`config.mk`:
```
export PLATFORM = sky130hd
export DESIGN_NAME = register_file
export DESIGN_NICKNAME = d
export VERILOG_FILES = /design/src/rtl/register_file.sv
export SDC_FILE = /design/constraint.sdc
export NUM_CORES = 1
export LEC_CHECK = 0
export BUFFER_PORTS_ARGS = -buffer_cell sky130_fd_sc_hd__buf_2
export CAP_MARGIN = 20
export CORE_UTILIZATION = 57
export DETAILED_ROUTE_END_ITERATION = 6
export PLACE_DENSITY = 0.85
export SYNTH_ARGS = -nofsm -noshare
export SYNTH_HDL_FRONTEND = slang
export SYNTH_SLANG_ARGS = --single-unit
```
`constraint.sdc`:
```
create_clock -name clk -period 1.9 [get_ports clk]
set_input_delay 0.095 -clock clk [delete_from_list [all_inputs] [get_ports clk]]
set_output_delay 0.095 -clock clk [all_outputs]
set_load 0.005 [all_outputs]
```
`src/rtl/register_file.sv`:
```
// rtl/register_file.sv - 8x16 register file, two registered read ports, sweep-clear FSM
// Optional feature macro: REGFILE_BYPASS_EN (same-cycle write-to-read forwarding in IDLE)
module register_file #(
    parameter int DATA_W = 16,
    parameter int ADDR_W = 3
) (
    input  logic              clk,
    input  logic              rst,
    input  logic [DATA_W-1:0] write_data,
    input  logic [ADDR_W-1:0] write_address,
    input  logic              is_write,
    input  logic [ADDR_W-1:0] read_addr_a,
    input  logic [ADDR_W-1:0] read_addr_b,
    output logic [DATA_W-1:0] read_data_a,
    output logic [DATA_W-1:0] read_data_b,
    input  logic              clear_req,
    output logic              busy
);

    localparam int              NUM_REGS = 2**ADDR_W;
    // Last register index the sweep clears; the counter then steps one past it and stops.
    localparam logic [ADDR_W:0] CNT_LAST = (ADDR_W+1)'(NUM_REGS - 1);
    localparam logic [ADDR_W:0] CNT_ONE  = (ADDR_W+1)'(1);

    typedef enum logic {
        IDLE  = 1'b0,
        SWEEP = 1'b1
    } state_t;

    state_t            state_q, state_d;
    logic [ADDR_W:0]   cnt_q, cnt_d;
    logic [DATA_W-1:0] regs_q [NUM_REGS];
    logic [DATA_W-1:0] regs_d [NUM_REGS];
    logic [DATA_W-1:0] rd_a_q, rd_a_d;
    logic [DATA_W-1:0] rd_b_q, rd_b_d;

    logic              wr_en;
    logic [ADDR_W-1:0] sweep_idx;

    // Upstream writes are honoured only while idle; during a sweep they are dropped.
    assign wr_en     = (state_q == IDLE) && is_write;
    assign sweep_idx = cnt_q[ADDR_W-1:0];

    assign busy        = (state_q == SWEEP);
    assign read_data_a = rd_a_q;
    assign read_data_b = rd_b_q;

    // Sweep FSM: start on clear_req in IDLE, clear one register per cycle, stop after the last.
    always_comb begin
        state_d = state_q;
        cnt_d   = cnt_q;
        case (state_q)
            IDLE: begin
                if (clear_req) begin
                    state_d = SWEEP;
                    cnt_d   = '0;
                end
            end
            SWEEP: begin
                cnt_d = cnt_q + CNT_ONE;
                if (cnt_q == CNT_LAST) begin
                    state_d = IDLE;
                end
            end
            default: begin
                state_d = IDLE;
                cnt_d   = '0;
            end
        endcase
    end

    // Register array next state: upstream write in IDLE, zero the swept entry in SWEEP.
    always_comb begin
        for (int i = 0; i < NUM_REGS; i++) begin
            regs_d[i] = regs_q[i];
        end
        if (wr_en) begin
            regs_d[write_address] = write_data;
        end else if (state_q == SWEEP) begin
            regs_d[sweep_idx] = '0;
        end
    end

    // Read ports: pre-write contents, optionally forwarded from a same-cycle idle write.
    always_comb begin
        rd_a_d = regs_q[read_addr_a];
        rd_b_d = regs_q[read_addr_b];
`ifdef REGFILE_BYPASS_EN
        if (wr_en && (write_address == read_addr_a)) begin
            rd_a_d = write_data;
        end
        if (wr_en && (write_address == read_addr_b)) begin
            rd_b_d = write_data;
        end
`else
`endif
    end

    // State update; reset abandons any sweep and clears every register and read port.
    always_ff @(posedge clk) begin
        if (rst) begin
            state_q <= IDLE;
            cnt_q   <= '0;
            rd_a_q  <= '0;
            rd_b_q  <= '0;
            for (int i = 0; i < NUM_REGS; i++) begin
                regs_q[i] <= '0;
            end
        end else begin
            state_q <= state_d;
            cnt_q   <= cnt_d;
            rd_a_q  <= rd_a_d;
            rd_b_q  <= rd_b_d;
            for (int i = 0; i < NUM_REGS; i++) begin
                regs_q[i] <= regs_d[i];
            end
        end
    end

endmodule
```
== Word-level counts from Yosys, hierarchy flattened ==
Memories as Yosys holds them, arrays and structs flattened. A register that Yosys moved wholly into a read port is not among the register bits.
Index checks and enable logic that the tools add are counted.
Word-level totals
  register bits: 5
  memory bits (writable): 128
  bits of input ports: 29
  output and inout port bits: 33
  logic and storage cells: 49
  memories kept: 1
Memory list
  regs_q: words 8, bits a word 16, rd ports 10, clocked after memory_dff 2, write ports 8, RTL line 32  | logic [DATA_W-1:0] regs_q [NUM_REGS];
Cells by class
  add/sub/neg operators: 1
  magnitude comparators: 4
  equality and inequality tests: 2
  mux-type cells: 23
  bitwise gates (word level): 13
  reduce and logical (&&, ||, !) cells: 3
Operators with widths (count)
  128-bit 2-to-1 mux: 2
  16-bit 2-to-1 mux: 10
  128-bit AND: 1
  128-bit bitwise mux: 1
  128-bit NOT: 1
  16-bit demux with 3-bit select: 2
  4-bit >= comparator, second input constant: 2
  4-bit by 1-bit < comparator with 1-bit output, second input constant: 2
  3-bit NOT with 4-bit output: 2
  1-bit bitwise OR: 8
  4-bit case mux with 2 select lines: 1
  1-bit 2-to-1 mux: 5
  4-bit by 1-bit adder with 4-bit output, second input constant: 1
  4-bit by 3-bit equality test with 1-bit output, second input constant: 1
  4-bit 2-to-1 mux: 1
  1-bit logical AND: 3
  2-bit inequality test, second input constant: 1
  1-bit case mux with 2 select lines: 1
  1-bit NOT: 1

== Logic depth before layout (Yosys ltp) ==
  word-level depth: 10
  mapped depth: 5
  mapped depth without buffers: 4

== Least setup slack after synthesis ==
Ideal clock, no wire load.
  path kind: reg2reg
  start: register state_q, in the netlist busy
  end: memory regs_q[7][10]
  library setup time: 138 ps
  arrival time: 1171 ps
  data required time: 1762 ps
  path slack: 592 ps
  stages on the path, launching flop included: 6
  clock period less this slack: 1308 ps
  cells stage by stage: dfxtp_1 > buf_2 > a41oi_1 > a21oi_2 > buf_2 > o32ai_1
RTL lines
  start: declaration: RTL line 30  | state_t state_q, state_d;
  start signal: assignment: RTL line 110  | state_q <= state_d;
  end: declaration: RTL line 32

==> reports/summary.log <==
[run_status] status complete, no violations
[grt] first-pass GRT wire length 32.0 mm
[worst_setup_path] Critical path origin busy
[routing] drc violations 0
[routing] number of detailed-route iterations in the first pass 5
[routing] detailed-route wire length 20.8 mm
[grt] vias in the first global route 6134
[routing] total number of vias 6072
[worst_setup_path] maximum fanout along the worst path 16
[clocking] buffers inserted by post-CTS timing repair 0
[synth] Most used DFF post-synth sky130_fd_sc_hd__dfxtp_1
[pwr] areal power density over the cells 847 nW/µm²
[worst_setup_path] cell at the slowest stage of the critical path sky130_fd_sc_hd__dfxtp_1
[clocking] clock slew at the register clock pins of the worst setup and hold paths 60 ps
[cells_and_area] Fillers 929
[routing] number of DRC violations after detailed-routing iteration 0 691
[synth] Syn Inst Count 671
[cells_and_area] growth of design area from synthesis to finish 11.2%
[pwr] peak supply drop 0.000716 V
[clocking] Post-CTS Hold Fix Bufs 0
[synth] post-synthesis instance area 7990 µm²
[synth] synthesized area per cell 11.9 µm²
[place] Placer Congestion 0.779
[place] count of input and output buffers 61
[clocking] TritonCTS clock tree yes
[timing] count of final hold-check violations 0
[worst_setup_path] worst endpoint required time 2210 ps
[timing] final clock skew 7.09 ps
[worst_setup_path] nature of the critical path startpoint flip-flop
[worst_setup_path] type of the worst setup path flip-flop to flip-flop
[floorplan] Std-Cell Core Area 13500 µm²
[timing] Setup Total Neg Slack 0 ps
[timing] worst slew pin tran 602 ps
[clocking] maximum level of the CTS H-tree 4
[clocking] total clock buffers created by CTS 17
[timing] unrepaired setup endpoints after global routing no
[place] count of placed standard cells including taps 859
[worst_setup_path] setup slack of the worst register-to-register path 100 ps
[worst_setup_path] ordered cell list for the critical path buf_4, nand2b_1, a2bb2oi_2, buf_4, o32ai_1
[cells_and_area] final layout net count 732
[pwr] static leakage 3.18 nW
[clocking] buffer depth of the longest clock path 2
[worst_hold_path] worst min path class primary input to flip-flop
[clocking] TritonCTS Sinks 165
[timing] Relative slew margins 59.7%
[cells_and_area] layout cells sized above 1 27.9%
[timing] Final Max Tran Viols 0
[floorplan] die boundary height 120 µm
[synth] sequential element share of the synthesized area 41.3%
[synth] Warnings, synthesis 0
[worst_setup_path] arrival time reported for the critical path endpoint 2110 ps
[clocking] root buf cell sky130_fd_sc_hd__clkbuf_16
[worst_hold_path] hold path start clear_req
[worst_hold_path] Hold Path Stages 4
[routing] antenna-violating nets left 0
[floorplan] total die area 14500 µm²
[timing] post-route minimum period 1800 ps
[timing] worst hold slack after final layout 24.2 ps
[grt] antenna violations before repair 0
[grt] total congestion overflow after global routing 0
[synth] post-synthesis sequential element count 165
[grt] total track usage 29.5%
[floorplan] Std-Cell Rows 42
[floorplan] ports placed on the boundary 62
[routing] mean number of vias per cell 6.84
[place] Post-DP HPWL 12.6 mm
[worst_setup_path] category of the worst setup path capture point flip-flop
[floorplan] floorplan die width 120 µm
[synth] Distinct cells, synth 41
[grt] largest net degree at the start of global routing 42
[run] number of maximum-capacitance violations 0
[synth] Synth async-reset ratio 0%
[synth] number of flops mapped to enable cells by yosys 0
[worst_setup_path] worst r2r src busy
[timing] number of setup violations in the final report 0
[timing] Max Clk Rate 556 MHz
[worst_setup_path] depth of the worst register-to-register path 5
[worst_setup_path] cell repeated most along the worst path sky130_fd_sc_hd__buf_4
[worst_setup_path] Largest stage delay, worst path 540 ps
[cells_and_area] post-route non-filler standard cell count 888
[clocking] worst skew pair latency 430 ps
[routing] average wire length per cell after detail routing 23.4 µm
[timing] share of the cycle needed by the critical path after routing 94.7%
[synth] post-synth net total 701
[cells_and_area] number of antenna cells inserted 0
[floorplan] initial cell density of the core 59.4%
[clocking] count of cells resized by post-cts repair 0
## critical path: cells and delay by family, from the launching register on
family / cells / cell delay [ps]
and+or+nand+nor: 1 / 270
buffers and inverters: 2 / 490
DFF: 1 / 540
AOI/OAI and AO/OA: 2 / 380
## final cells by class
type	instances	area, µm²	area share (%)
clock buffers	20	447	5.03
clock inverters	9	108	1.21
inverters	129	484	5.45
multi-input cells	298	3710	41.8
flip-flops and latches	165	3300	37.2
well taps	176	220	2.48
repair buffers	91	608	6.85
## cell usage after synthesis (all sizes together) (4+ instances only)
| cell type | number | area (µm²) |
|---|---|---|
| nand2b | 17 | 106 |
| buf | 69 | 450 |
| a21oi | 5 | 28.8 |
| mux4 | 64 | 1540 |
| dfxtp | 165 | 3300 |
| o32ai | 128 | 1350 |
| nor3b | 5 | 48.8 |
| nor2b | 4 | 25.0 |
| nand3 | 5 | 30.0 |
| o22a | 4 | 40.0 |
| inv | 129 | 484 |
| a22o | 32 | 280 |
| clkbuf | 10 | 38.8 |
| and4b | 4 | 40.0 |
| nor2 | 6 | 27.5 |
## per-layer routing
metal | global-route usage [%] | up-vias | wire length [µm]
met1 | 34.3 | 2974 | 7710
met2 | 50.2 | 387 | 10600
met5 | 0 | - | 0
met4 | 17.3 | 0 | 836
met3 | 6.42 | 82 | 1660
li1 | - | 2629 | -
## placed cells by master (no fill, tap or decap), types with 6 or more instances in the layout
cell / count
sky130_fd_sc_hd__o32ai_1: 98
sky130_fd_sc_hd__buf_4: 25
sky130_fd_sc_hd__a22o_1: 32
sky130_fd_sc_hd__o32ai_2: 30
sky130_fd_sc_hd__buf_12: 6
sky130_fd_sc_hd__inv_1: 129
sky130_fd_sc_hd__mux4_2: 38
sky130_fd_sc_hd__nand2b_1: 17
sky130_fd_sc_hd__clkbuf_16: 17
sky130_fd_sc_hd__buf_2: 60
sky130_fd_sc_hd__dfxtp_1: 165
sky130_fd_sc_hd__mux4_1: 26
## path summary, 6_finish.rpt
path | to
max reg2reg | regs_q[3][2]
max | regs_q[3][2]
min reg2reg | regs_q[7][13]
min | cnt_q[1]
## per-stage QoR
stage          cell area (µm²)  power [mW]  worst slack, ps  util, %
6_report                  8880        7.52              102     66.0
5_1_grt                   8880        7.72             30.9     66.0
4_1_cts                   8880        7.51              114     66.0
3_5_place_dp              8330        4.30              179     61.9
3_3_place_gp              8330        4.27              323     61.9
2_1_floorplan             7990        4.12              592        -
## flip-flops by register name, summed over array words and instances, names as in the netlist
signal       flops
regs_q         128
read_data_a     16
busy             1
cnt_q            4
read_data_b     16
## power by group
group	switching [mW]	leakage [nW]	internal, mW
Combinational	0.420	1.57	0.265
Sequential	0.0464	1.33	3.52
Clock	1.33	0.268	1.94
Total	1.80	3.18	5.72
## cells by family after synthesis
family	after synthesis	share of synthesized area [%]
multiplexers	65	19.4
buffers and inverters	208	12.2
adder cells (fa/ha/maj)	1	0.157
flip-flops	165	41.3
AO/OA/AOI/OAI	176	22.2
AND/OR/NAND/NOR	56	4.78
(Power assumes the default switching activity.)
